**src/rtl/sub32_serial_pkg.sv**
```systemverilog
// Shared definitions for the serial subtractor.
// Holds the default operand/digit widths, the FSM state encoding and a helper
// that sizes the slice counter for any WIDTH/DIGIT combination.
package sub32_serial_pkg;

    localparam int unsigned WIDTH_DEF   = 32;
    localparam int unsigned DIGIT_DEF   = 4;
    localparam int unsigned NSLICE_DEF  = WIDTH_DEF / DIGIT_DEF;
    localparam int unsigned SLICE_CNT_W = $clog2(NSLICE_DEF);

    typedef enum logic [1:0] {
        StIdle = 2'd0,
        StRun  = 2'd1,
        StDone = 2'd2
    } state_e;

    // Counter width for a given slice count; never narrower than one bit.
    function automatic int unsigned cnt_width(input int unsigned nslice);
        return (nslice > 1) ? $clog2(nslice) : 1;
    endfunction

endpackage

```
**src/rtl/sub_digit.sv**
```systemverilog
// Combinational DIGIT-bit ripple subtractor: d = x - y - bi.
// Ports:
//   x  - minuend slice
//   y  - subtrahend slice
//   bi - borrow into the least significant bit
//   d  - difference slice
//   bo - borrow out of the most significant bit
module sub_digit
    import sub32_serial_pkg::*;
#(
    parameter int unsigned DIGIT = DIGIT_DEF
) (
    input  logic [DIGIT-1:0] x,
    input  logic [DIGIT-1:0] y,
    input  logic             bi,
    output logic [DIGIT-1:0] d,
    output logic             bo
);

    logic [DIGIT:0] br;

    always_comb begin
        br    = '0;
        d     = '0;
        br[0] = bi;
        for (int i = 0; i < DIGIT; i++) begin
            d[i]      = x[i] ^ y[i] ^ br[i];
            br[i + 1] = (~x[i] & y[i]) | (~x[i] & br[i]) | (y[i] & br[i]);
        end
    end

    assign bo = br[DIGIT];

endmodule

```
**src/rtl/sub32_serial.sv**
```systemverilog
// Multi-cycle subtractor: diff = a - b - bin, one DIGIT-bit slice per cycle.
// Ports:
//   m_clock - clock, rising edge
//   p_reset - synchronous active-low reset
//   start   - request, accepted in IDLE or DONE
//   a, b    - minuend / subtrahend, captured on the accepting edge
//   bin     - borrow-in, captured on the accepting edge
//   busy    - high while slices are processed
//   done    - one-cycle pulse when results are committed
//   diff    - (a - b - bin) mod 2^WIDTH
//   bout    - unsigned borrow-out
//   ov      - signed overflow
//   zero    - diff == 0
// Results and flags change only on the commit edge and hold otherwise.
module sub32_serial
    import sub32_serial_pkg::*;
#(
    parameter int unsigned WIDTH = WIDTH_DEF,
    parameter int unsigned DIGIT = DIGIT_DEF
) (
    input  logic             m_clock,
    input  logic             p_reset,
    input  logic             start,
    input  logic [WIDTH-1:0] a,
    input  logic [WIDTH-1:0] b,
    input  logic             bin,
    output logic             busy,
    output logic             done,
    output logic [WIDTH-1:0] diff,
    output logic             bout,
    output logic             ov,
    output logic             zero
);

    localparam int unsigned NSLICE = WIDTH / DIGIT;
    localparam int unsigned CNT_W  = cnt_width(NSLICE);

    state_e state_q, state_d;

    logic [WIDTH-1:0] a_sh_q, b_sh_q, pdiff_q, diff_q;
    logic [CNT_W-1:0] cnt_q;
    logic             borrow_q, a_msb_q, b_msb_q;
    logic             bout_q, ov_q, zero_q;

    logic             accept, last;
    logic [DIGIT-1:0] slice_d;
    logic             slice_bo;
    logic [WIDTH-1:0] pdiff_next;

    sub_digit #(
        .DIGIT (DIGIT)
    ) u_sub_digit (
        .x  (a_sh_q[DIGIT-1:0]),
        .y  (b_sh_q[DIGIT-1:0]),
        .bi (borrow_q),
        .d  (slice_d),
        .bo (slice_bo)
    );

    // Slices enter from the MSB side so after NSLICE steps slice 0 sits at the LSB.
    assign pdiff_next = {slice_d, pdiff_q[WIDTH-1:DIGIT]};

    always_comb begin
        state_d = state_q;
        accept  = 1'b0;
        last    = 1'b0;
        unique case (state_q)
            StIdle: begin
                if (start) begin
                    state_d = StRun;
                    accept  = 1'b1;
                end
            end
            StRun: begin
                if (cnt_q == CNT_W'(NSLICE - 1)) begin
                    state_d = StDone;
                    last    = 1'b1;
                end
            end
            StDone: begin
                // A request in the done cycle starts the next operation directly.
                if (start) begin
                    state_d = StRun;
                    accept  = 1'b1;
                end else begin
                    state_d = StIdle;
                end
            end
            default: state_d = StIdle;
        endcase
    end

    always_ff @(posedge m_clock) begin
        if (!p_reset) begin
            state_q  <= StIdle;
            a_sh_q   <= '0;
            b_sh_q   <= '0;
            pdiff_q  <= '0;
            cnt_q    <= '0;
            borrow_q <= 1'b0;
            a_msb_q  <= 1'b0;
            b_msb_q  <= 1'b0;
            diff_q   <= '0;
            bout_q   <= 1'b0;
            ov_q     <= 1'b0;
            zero_q   <= 1'b0;
        end else begin
            state_q <= state_d;
            if (accept) begin
                a_sh_q   <= a;
                b_sh_q   <= b;
                pdiff_q  <= '0;
                cnt_q    <= '0;
                borrow_q <= bin;
                a_msb_q  <= a[WIDTH-1];
                b_msb_q  <= b[WIDTH-1];
            end else if (state_q == StRun) begin
                a_sh_q   <= a_sh_q >> DIGIT;
                b_sh_q   <= b_sh_q >> DIGIT;
                pdiff_q  <= pdiff_next;
                borrow_q <= slice_bo;
                cnt_q    <= cnt_q + 1'b1;
                if (last) begin
                    diff_q <= pdiff_next;
                    bout_q <= slice_bo;
                    ov_q   <= (a_msb_q != b_msb_q) && (pdiff_next[WIDTH-1] != a_msb_q);
                    zero_q <= (pdiff_next == '0);
                end
            end
        end
    end

    assign busy = (state_q == StRun);
    assign done = (state_q == StDone);
    assign diff = diff_q;
    assign bout = bout_q;
    assign ov   = ov_q;
    assign zero = zero_q;

endmodule

```
**config.mk**
```make
export PLATFORM = sky130hd
export DESIGN_NAME = sub32_serial
export DESIGN_NICKNAME = d
export VERILOG_FILES = /design/src/rtl/sub32_serial_pkg.sv /design/src/rtl/sub_digit.sv /design/src/rtl/sub32_serial.sv
export SDC_FILE = /design/constraint.sdc
export NUM_CORES = 1
export LEC_CHECK = 0
export ABC_AREA = 1
export CORE_MARGIN = 3
export CORE_UTILIZATION = 58
export CTS_BUF_LIST = sky130_fd_sc_hd__clkbuf_8
export CTS_CLUSTER_DIAMETER = 60
export DETAILED_ROUTE_END_ITERATION = 7
export PLACE_DENSITY = 0.88
export REMOVE_ABC_BUFFERS = 1
export SLEW_MARGIN = 15
export SYNTH_ARGS = -nofsm -noshare
export SYNTH_HDL_FRONTEND = slang
export SYNTH_SLANG_ARGS = --single-unit
```
**constraint.sdc**
```tcl
create_clock -name m_clock -period 4.55 [get_ports m_clock]
set_input_delay 0.6825 -clock m_clock [delete_from_list [all_inputs] [get_ports m_clock]]
set_output_delay 0.6825 -clock m_clock [all_outputs]
set_load 0.005 [all_outputs]
```
Yosys cells after proc, flatten, opt, wreduce, memory -nomap -nowiden --
Cells that the tools add are included.
Operators by class: equality and inequality tests 7, reduce and logical (&&, ||, !) cells 8, mux-type cells 14, $add $sub $neg 1, bitwise operators 34
Operators with widths (number):
- 2-to-1 mux 32 bit | 4
- logical NOT 32 bit | 1
- bitwise AND 1 bit | 12
- bitwise OR 1 bit | 8
- XOR 1 bit | 8
- 2-to-1 mux 1 bit | 7
- inverter 1 bit | 6
- one-hot mux 2 bit (3 select lines) | 1
- 2-to-1 mux 2 bit | 2
- OR reduction 2 bit | 2
- adder 3 x 1 -> 3 bit (second input constant) | 1
- equality test 3 bit (second input constant) | 1
- AND reduction 3 bit | 1
- equality test 2 x 1 -> 1 bit (second input constant) | 1
- equality test 2 bit (second input constant) | 1
- logical NOT 2 bit | 1
- != test 1 bit | 2
- != test 2 x 1 -> 1 bit (second input constant) | 1
- != test 2 bit (second input constant) | 1
- AND reduction 2 bit | 1
- nonzero test 2 bit | 1
- logical AND 1 bit | 1
Word-level totals: bits of input ports 68, register bits 139, output and inout bits 37

Longest topological paths before layout --
Gate-level depths: netlist of the first run.
word-level depth 15, depth in mapped cells 14, depth with buffers taken out 14

Modules after synthesis --
Synthesis of the first run repeated with hierarchy kept, for this count alone.
Unflattened totals: cells, all modules 680, area, all modules 5300.1 um^2
By module, submodules not included:
- sub32_serial | instances 1, cells an instance 666, area each 5182.5 um^2
- sub_digit | instances 1, cells an instance 14, area each 117.6 um^2

Worst setup path after synthesis of the first run --
Ideal clock, no wire load.
kind reg-to-reg, start reg b_sh_q[0], end reg zero_q (netlist: zero), data required time 4485 ps, library setup time 65 ps, setup slack 2178 ps, path buffers 0, clock period less this slack 2372 ps, cell stages (with the launch flop) 15, arrival 2307 ps, cells stage by stage dfxtp_1 -> inv_1 -> fa_1 -> inv_1 -> fa_1 -> fa_1 -> inv_1 -> fa_1 -> nor2_1 -> nand2_1 -> nor2_1 -> nand3_1 -> nor2_1 -> nor2_1 -> nor2_1
On the way: cells in the longest elaborated chain, start to end 11, elaborated cells between the ends (all ways) 18, classes of those cells bitwise (17); reduce/logical (1)
Ends and longest elaborated chain:
- from (decl) | line sub32_serial.sv:40 | logic [WIDTH-1:0] a_sh_q, b_sh_q, pdiff_q, diff_q;
- from (signal assigned) | line sub32_serial.sv:119 | b_sh_q <= b_sh_q >> DIGIT;
- bitwise AND 1 bit | line sub_digit.sv:28 | br[i + 1] = (~x[i] & y[i]) | (~x[i] & br[i]) | (y[i] & br[i]);
- bitwise OR 1 bit | line sub_digit.sv:28
- bitwise OR 1 bit (*) | line sub_digit.sv:28
- bitwise AND 1 bit | line sub_digit.sv:28
- bitwise OR 1 bit | line sub_digit.sv:28
- bitwise OR 1 bit (*) | line sub_digit.sv:28
- bitwise AND 1 bit | line sub_digit.sv:28
- bitwise OR 1 bit | line sub_digit.sv:28
- bitwise OR 1 bit (*) | line sub_digit.sv:28
- XOR 1 bit (*) | line sub_digit.sv:27 | d[i] = x[i] ^ y[i] ^ br[i];
- via slice_d[3] | line sub32_serial.sv:46 | logic [DIGIT-1:0] slice_d;
- logical NOT 32 bit (*) | line sub32_serial.sv:127 | zero_q <= (pdiff_next == '0);
- to (signal assigned) | line sub32_serial.sv:127
- to (decl) | line sub32_serial.sv:43 | logic bout_q, ov_q, zero_q;
Mark *: on every way through the listed nets, which the timed path passes. The rest lies on a longest branch. A chain may end at the register's enable or synchronous reset.

Worst setup path in the final report of the first run --
start reg state_q[0], end out busy
On the way: cells in the longest elaborated chain, start to end 1
Ends and longest elaborated chain:
- from (decl) | line sub32_serial.sv:38 | state_e state_q, state_d;
- from (signal assigned) | line sub32_serial.sv:95 | state_q <= StIdle;
- from (signal assigned) | line sub32_serial.sv:108 | state_q <= state_d;
- equality test 2 x 1 -> 1 bit | line sub32_serial.sv:133 | assign busy = (state_q == StRun);
- to (decl) | line sub32_serial.sv:27 | output logic busy,
No other way between the ends.

==> impl_metrics.yaml, run 1 <==
clocking:
  clock_tree_from_tritoncts: "done"
  cts.repair_timing.setup_buffer_count: 0
  post_cts_hold_buffer_count: 0
  max-clock-path-buffers: 2
  ctsResizeCount: 0
  cts_num_sinks: 135
  clk-insertion-delay-late_ns: 0.44
  htree_levels: 4
  clock-root-buffer: "clkbuf_8"
  worst_setup_hold_path_clk_slew_ns: 0.08
  cts_inserted_buffers: 17
pwr:
  pwr_density_cell_nw_per_um2: 380
  p_switching_w: 0.000734
  p_sw_share_pct: 28.4
  finalPower_w: 0.00258
  power.share.sequential_pct: 49.5
  p_int_w: 0.00185
  clockPowerShare_pct: 37.2
  cellLeakagePower_nw: 2.53
  share_comb_of_total_power_pct: 13.4
  worst_ir_drop_vdd_mv: 0.185
floorplan:
  placeableCoreArea_um2: 8930
  chipWidth_um: 103
  chipHeight_um: 103
  design.die.area_um2: 10600
  floorplan.io_pins: 105
  initial_utilization_pct: 61.2
  std_cell_rows: 34
setup_path:
  critPathCaptureType: "output port"
  worstReg2RegStart: "b_sh_q[0]$_SDFFE_PN0P_"
  worst_ep_arrival_time_ns: 2.19
  cp_launch_type: "register"
  regToRegEndpoint: "zero$_SDFFE_PN0P_"
  timing.setup.critical_path_class: "register to output port"
  cp.required_ns: 3.87
  max_fo_critical_path: 37
  crit_path_launch: "state_q[0]$_SDFFE_PN0P_"
  ff2ff_path_depth: 14
  worst-r2r-setup-slack_ns: 1.86
timing:
  final_hold_viol_count: 0
  fmax_ghz: 0.349
  slew_viol_final: 0
  setup_violations: 0
  fin_crit_sh_pct: 63.0
  finalSetupTns_ns: 0
  timing.slew.headroom_pct: 48.5
  worst_slew_pin_slew_ns: 0.772
  period_minus_slack_ns: 2.87
  grt_setup_unrepaired: "no"
  final.hold.worst_slack_ns: 0.463
  worst_clk_skew_ns: 0.0121
finish:
  num_antenna_cells: 0
  nets: 832
  finish.instance_area_um2: 6810
  drive_above_1_share_pct: 9.08
  area_growth_pct: 24.5
  final_util_pct: 76.2
  filler_cell_count: 634
synth:
  synth_cells: 678
  synth.avg_cell_area_um2: 8.06
  synth_top_cells_by_area: "dfxtp_1, nand2_1, a21oi_1"
  synth-warning-count: 0
  flop_and_latch_count_out_of_synthesis: 135
  sequential_to_total_area_share_from_yosys_stat_pct: 49.5
  synth_cell_type_count: 30
  synth_top_area_share_pct: 49.5
  synth_area_um2: 5470
  synth_largest_area_cell: "dfxtp_1"
routing:
  routedWlPerCell_um: 14.9
  dr.pass1.iters: 4
  first_iter_violations: 245
  drt.antenna.violating_nets: 0
  wl_um: 13100
  m1WireLength_um: 5610
  avgViaCountPerCell: 5.58
  detailroute.via_count: 4909
  met2WireLength_um: 6390
  route.detailed.drc: 0
  topRoutingLayerUsed: "met4"
  total_length_of_routed_met3_wires_um: 865
placed_design:
  post-dp-hpwl_um: 8810
  buffer_ports.inserted: 104
  gpl.final_weighted_congestion: 0.873
  placement.cell_area_um2: 6410
min_path:
  hold-path-endpoint: "a_sh_q[28]$_SDFFE_PN0P_"
  worst_hold_startpoint: "a_sh_q[28]$_SDFFE_PN0P_"
  hp-class: "register to register"
  worst_hold_path_cell_count: 2
global_routing:
  globalRouteTotalUtil_pct: 25.6
  grt_pass1_wl_um: 21200
  antenna_found_initial: 0
  globalRouteOverflowTotal: 0
  grt_pass1_vias: 4643
  maximum_number_of_pins_on_one_net_before_global_route_repair: 63
run:
  max_cap_viol_count: 0
run_status:
  outcome: "completed"
-- synth_stat cells (all sizes together) --
master and instances:
a211oi 8, a21oi 80, a221oi 17, a31oi 7, buf 36, clkbuf 13
dfxtp 135, fa 4, ha 2, inv 49, nand2 161, nand3 37
nor2 38, nor3b 3, o211ai 3, o21ai 78, o22ai 1, o31ai 1
or2 4, xor2 1
-- registers in the layout, summed over array words and instances, names as in the netlist, 2 cells and up --
| name | flops |
|---|---|
| pdiff_q | 28 |
| cnt_q | 3 |
| diff | 32 |
| state_q | 2 |
| b_sh_q | 32 |
| a_sh_q | 32 |
-- layout make-up --
cell class	instances	area, um2	share of cell area (%)
clock buffers	18	248	3.64
multi-input cells	445	2300	33.9
clock inverters	14	143	2.10
inverters	49	186	2.74
well taps	108	135	1.99
flip-flops and latches	135	2700	39.7
repair buffers	110	1090	16.0
-- worst max-delay path: stages (launching register included) --
cell and delay [ns]:
dfxtp_1 0.42, nand2_1 0.11, inv_2 0.57, clkdlybuf4s50_1 0.65
-- worst max-delay path by stage --
| stage | endpoint | slack [ns] | depth (start not counted) |
|---|---|---|---|
| after floorplan | busy | 1.83 | 2 |
| after global placement | b_msb_q$_SDFFE_PN0P_ | 1.83 | 5 |
| after detailed placement | pdiff_q[19]$_SDFFE_PP0P_ | 1.74 | 6 |
| after CTS | busy | 1.68 | 3 |
| after global routing | busy | 1.56 | 3 |
| final | busy | 1.68 | 3 |
-- power groups by stage --
stage / registers [W] / clock network (W) / logic (W)
after floorplan: 0.00129 / 0 / 0.000211
after CTS: 0.00128 / 0.000964 / 0.000344
after global placement: 0.00130 / 0 / 0.000328
after detailed placement: 0.00130 / 0 / 0.000339
final: 0.00128 / 0.000960 / 0.000346
after global routing: 0.00128 / 0.00101 / 0.000385
-- per-layer routing --
metal  GRT usage (%)  up-vias
met5               0        -
met4            7.97        0
met3            7.31       18
met2            41.8      191
met1            33.0     2277
li1                -     2423
-- kinds of logic (layout without fill, tap and decap cells) --
logic type,Yosys count,after routing,synth area share (%)
compound gates,195,195,21.7
xor+xnor,1,1,0.160
flops,135,135,49.5
fa+ha+maj,6,6,1.92
simple gates,243,243,18.4
buf+inv,98,191,8.38
-- metrics by stage --
stage / worst slack (ns) / std cells
floorplan: 1.83 / 629
global placement: 1.83 / 847
detailed placement: 1.74 / 847
CTS: 1.68 / 879
global route: 1.56 / 879
finish: 1.68 / 879
-- cell usage in the layout, fill, tap and decap left out, drive strengths merged, types with 17 or more instances in the layout --
master,netlist,layout
nand2,161,161
nor2,38,38
a221oi,17,17
a21oi,80,80
clkdlybuf4s50,0,104
o21ai,78,78
inv,49,55
nand3,37,37
dfxtp,135,135
clkbuf,13,18
No activity file was read; power rests on OpenSTA's default activity.
==> inputs of run 2 (changes only) <==
- CORE_UTILIZATION: 58 -> 54
- PLACE_DENSITY: 0.88 -> 0.83
- clock period: 4.55 -> 2.8 ns (I/O delays scaled with it)
==> run 2 against run 1 <==
Compared with the run above: flip-flop and latch count unchanged; wire length down 0.40%; first-iteration DRC count up 7.3%; critical path type is now register to register; non-clock buffer count grew 6; design area grew 2.2%; clock skew shrank 0.0031 ns; highest routed layer unchanged; count of clock-buffer cells in the layout rose by 1.
==> impl_metrics.yaml, run 2 (same netlist as run 1, synthesis figures left out) <==
clocking:
  post_cts_hold_buffer_count: 0
  cts_inserted_buffers: 17
  clock-root-buffer: "clkbuf_8"
  worst_setup_hold_path_clk_slew_ns: 0.07
  ctsResizeCount: 0
  max-clock-path-buffers: 2
  clock_tree_from_tritoncts: "done"
  cts.repair_timing.setup_buffer_count: 0
  cts_num_sinks: 135
  clk-insertion-delay-late_ns: 0.42
  htree_levels: 4
min_path:
  worst_hold_path_cell_count: 2
  worst_hold_startpoint: "diff[11]$_SDFFE_PN0P_"
  hp-class: "register to register"
finish:
  num_antenna_cells: 0
  layout.cells.most_common: "nand2_1"
  area_growth_pct: 27.3
  drive_above_1_share_pct: 9.66
  filler_cell_count: 792
  finish.instance_area_um2: 6960
  most_frequent_cells_in_the_layout: "nand2_1, dfxtp_1, clkdlybuf4s50_1"
  nets: 838
setup_path:
  max_fo_critical_path: 5
  timing.critical_path.mode_cell: "nor2_1"
  regToRegEndpoint: "zero$_SDFFE_PN0P_"
  timing.setup.critical_path_class: "register to register"
  cp.required_ns: 3.16
  critPathCaptureType: "register"
  timing.critical_path.cells: "inv_1 -> fa_1 -> inv_1 -> fa_1 -> fa_1 -> inv_1 -> fa_1 -> nor2_1 -> nand2_1 -> nor2_1 -> nand3_1 -> nor2_1 -> nor2_1 -> nor2_1"
  setup.worst_path.end: "zero$_SDFFE_PN0P_"
  worst_ep_arrival_time_ns: 2.92
  ff2ff_path_depth: 14
  cp_launch_type: "register"
  worstReg2RegStart: "b_sh_q[0]$_SDFFE_PN0P_"
  critical-path-max-stage-delay_ns: 0.47
  worst_path_max_delay_cell: "fa_1"
  crit_path_launch: "b_sh_q[0]$_SDFFE_PN0P_"
  worst-r2r-setup-slack_ns: 0.23
timing:
  worst_slew_pin_slew_ns: 0.505
  slew_viol_final: 0
  worst_clk_skew_ns: 0.00895
  timing.slew.headroom_pct: 66.3
  fmax_ghz: 0.389
  finalSetupTns_ns: 0
  fin_crit_sh_pct: 91.7
  period_minus_slack_ns: 2.57
  final.hold.worst_slack_ns: 0.468
  grt_setup_unrepaired: "no"
  setup_violations: 0
  final_hold_viol_count: 0
placed_design:
  gpl.final_weighted_congestion: 0.813
  buffer_ports.inserted: 104
  post-dp-hpwl_um: 8760
  placement.cell_area_um2: 6520
pwr:
  cellLeakagePower_nw: 2.59
  pwr_density_cell_nw_per_um2: 631
  finalPower_w: 0.00439
  worst_ir_drop_vdd_mv: 0.339
run_status:
  outcome: "completed"
global_routing:
  maximum_number_of_pins_on_one_net_before_global_route_repair: 98
  grt_pass1_vias: 4692
  antenna_found_initial: 0
  globalRouteTotalUtil_pct: 23.2
  globalRouteOverflowTotal: 0
  grt_pass1_wl_um: 21300
routing:
  dr.pass1.iters: 5
  detailroute.via_count: 4904
  routedWlPerCell_um: 14.3
  drt.antenna.violating_nets: 0
  first_iter_violations: 263
  route.detailed.drc: 0
  wl_um: 13000
  avgViaCountPerCell: 5.39
floorplan:
  chipWidth_um: 107
  chipHeight_um: 107
  initial_utilization_pct: 55.7
  floorplan.io_pins: 105
  design.die.area_um2: 11400
  placeableCoreArea_um2: 9820
  std_cell_rows: 36
run:
  max_cap_viol_count: 0
-- run 2: cell count changes in the layout (fill, tap and decap cells not counted), sizes merged --
cell / delta
buf: +6
bufinv: +3
clkbuf: +1
clkinv: +2
inv: -7
-- run 2: per-stage QoR --
step,util (%),cells,worst slack (ns)
after floorplan,-,629,0.275
after global placement,66.4,878,0.331
after detailed placement,66.4,878,0.265
after CTS,70.8,909,0.224
after global routing,70.8,909,0.0662
final,70.8,909,0.232
-- run 2: where the power goes --
part           internal [W]  switching [W]  total [W]
combinational      0.000246       0.000329   0.000575
clock               0.00101       0.000727    0.00174
sequential          0.00202      0.0000523    0.00208
total               0.00328        0.00111    0.00439
-- run 2: worst min path at each step --
stage / slack (ns) / to
final: 0.47 / diff[11]$_SDFFE_PN0P_
after CTS: 0.47 / a_sh_q[21]$_SDFFE_PN0P_
after detailed placement: 0.46 / b_sh_q[24]$_SDFFE_PN0P_
after floorplan: 0.44 / a_sh_q[28]$_SDFFE_PN0P_
after global placement: 0.45 / a_sh_q[29]$_SDFFE_PN0P_
after global routing: 0.48 / b_sh_q[26]$_SDFFE_PN0P_
-- run 2: worst max-delay path, delay by kind of cell (launching register included) --
| family | cells | cell delay, ns |
|---|---|---|
| adder cells (fa/ha/maj) | 4 | 1.43 |
| AND/OR/NAND/NOR | 7 | 0.54 |
| flip-flops | 1 | 0.30 |
| buffers and inverters | 3 | 0.23 |
-- run 2: layout make-up --
class	count	area (um2)	share of cell area, %
clock buffers	19	262	3.76
repair buffers	116	1160	16.6
flip-flops and latches	135	2700	38.9
well taps	133	166	2.39
clock inverters	12	176	2.54
multi-input cells	445	2300	33.1
inverters	49	188	2.70
-- run 2: per-layer routing --
layer | vias up | share of wire (%) | GRT usage (%)
met1 | 2258 | 41 | 28.2
met3 | 26 | 7.0 | 6.08
met5 | - | 0 | 0
li1 | 2436 | - | -
met4 | 0 | 2.0 | 8.22
met2 | 184 | 50 | 39.7
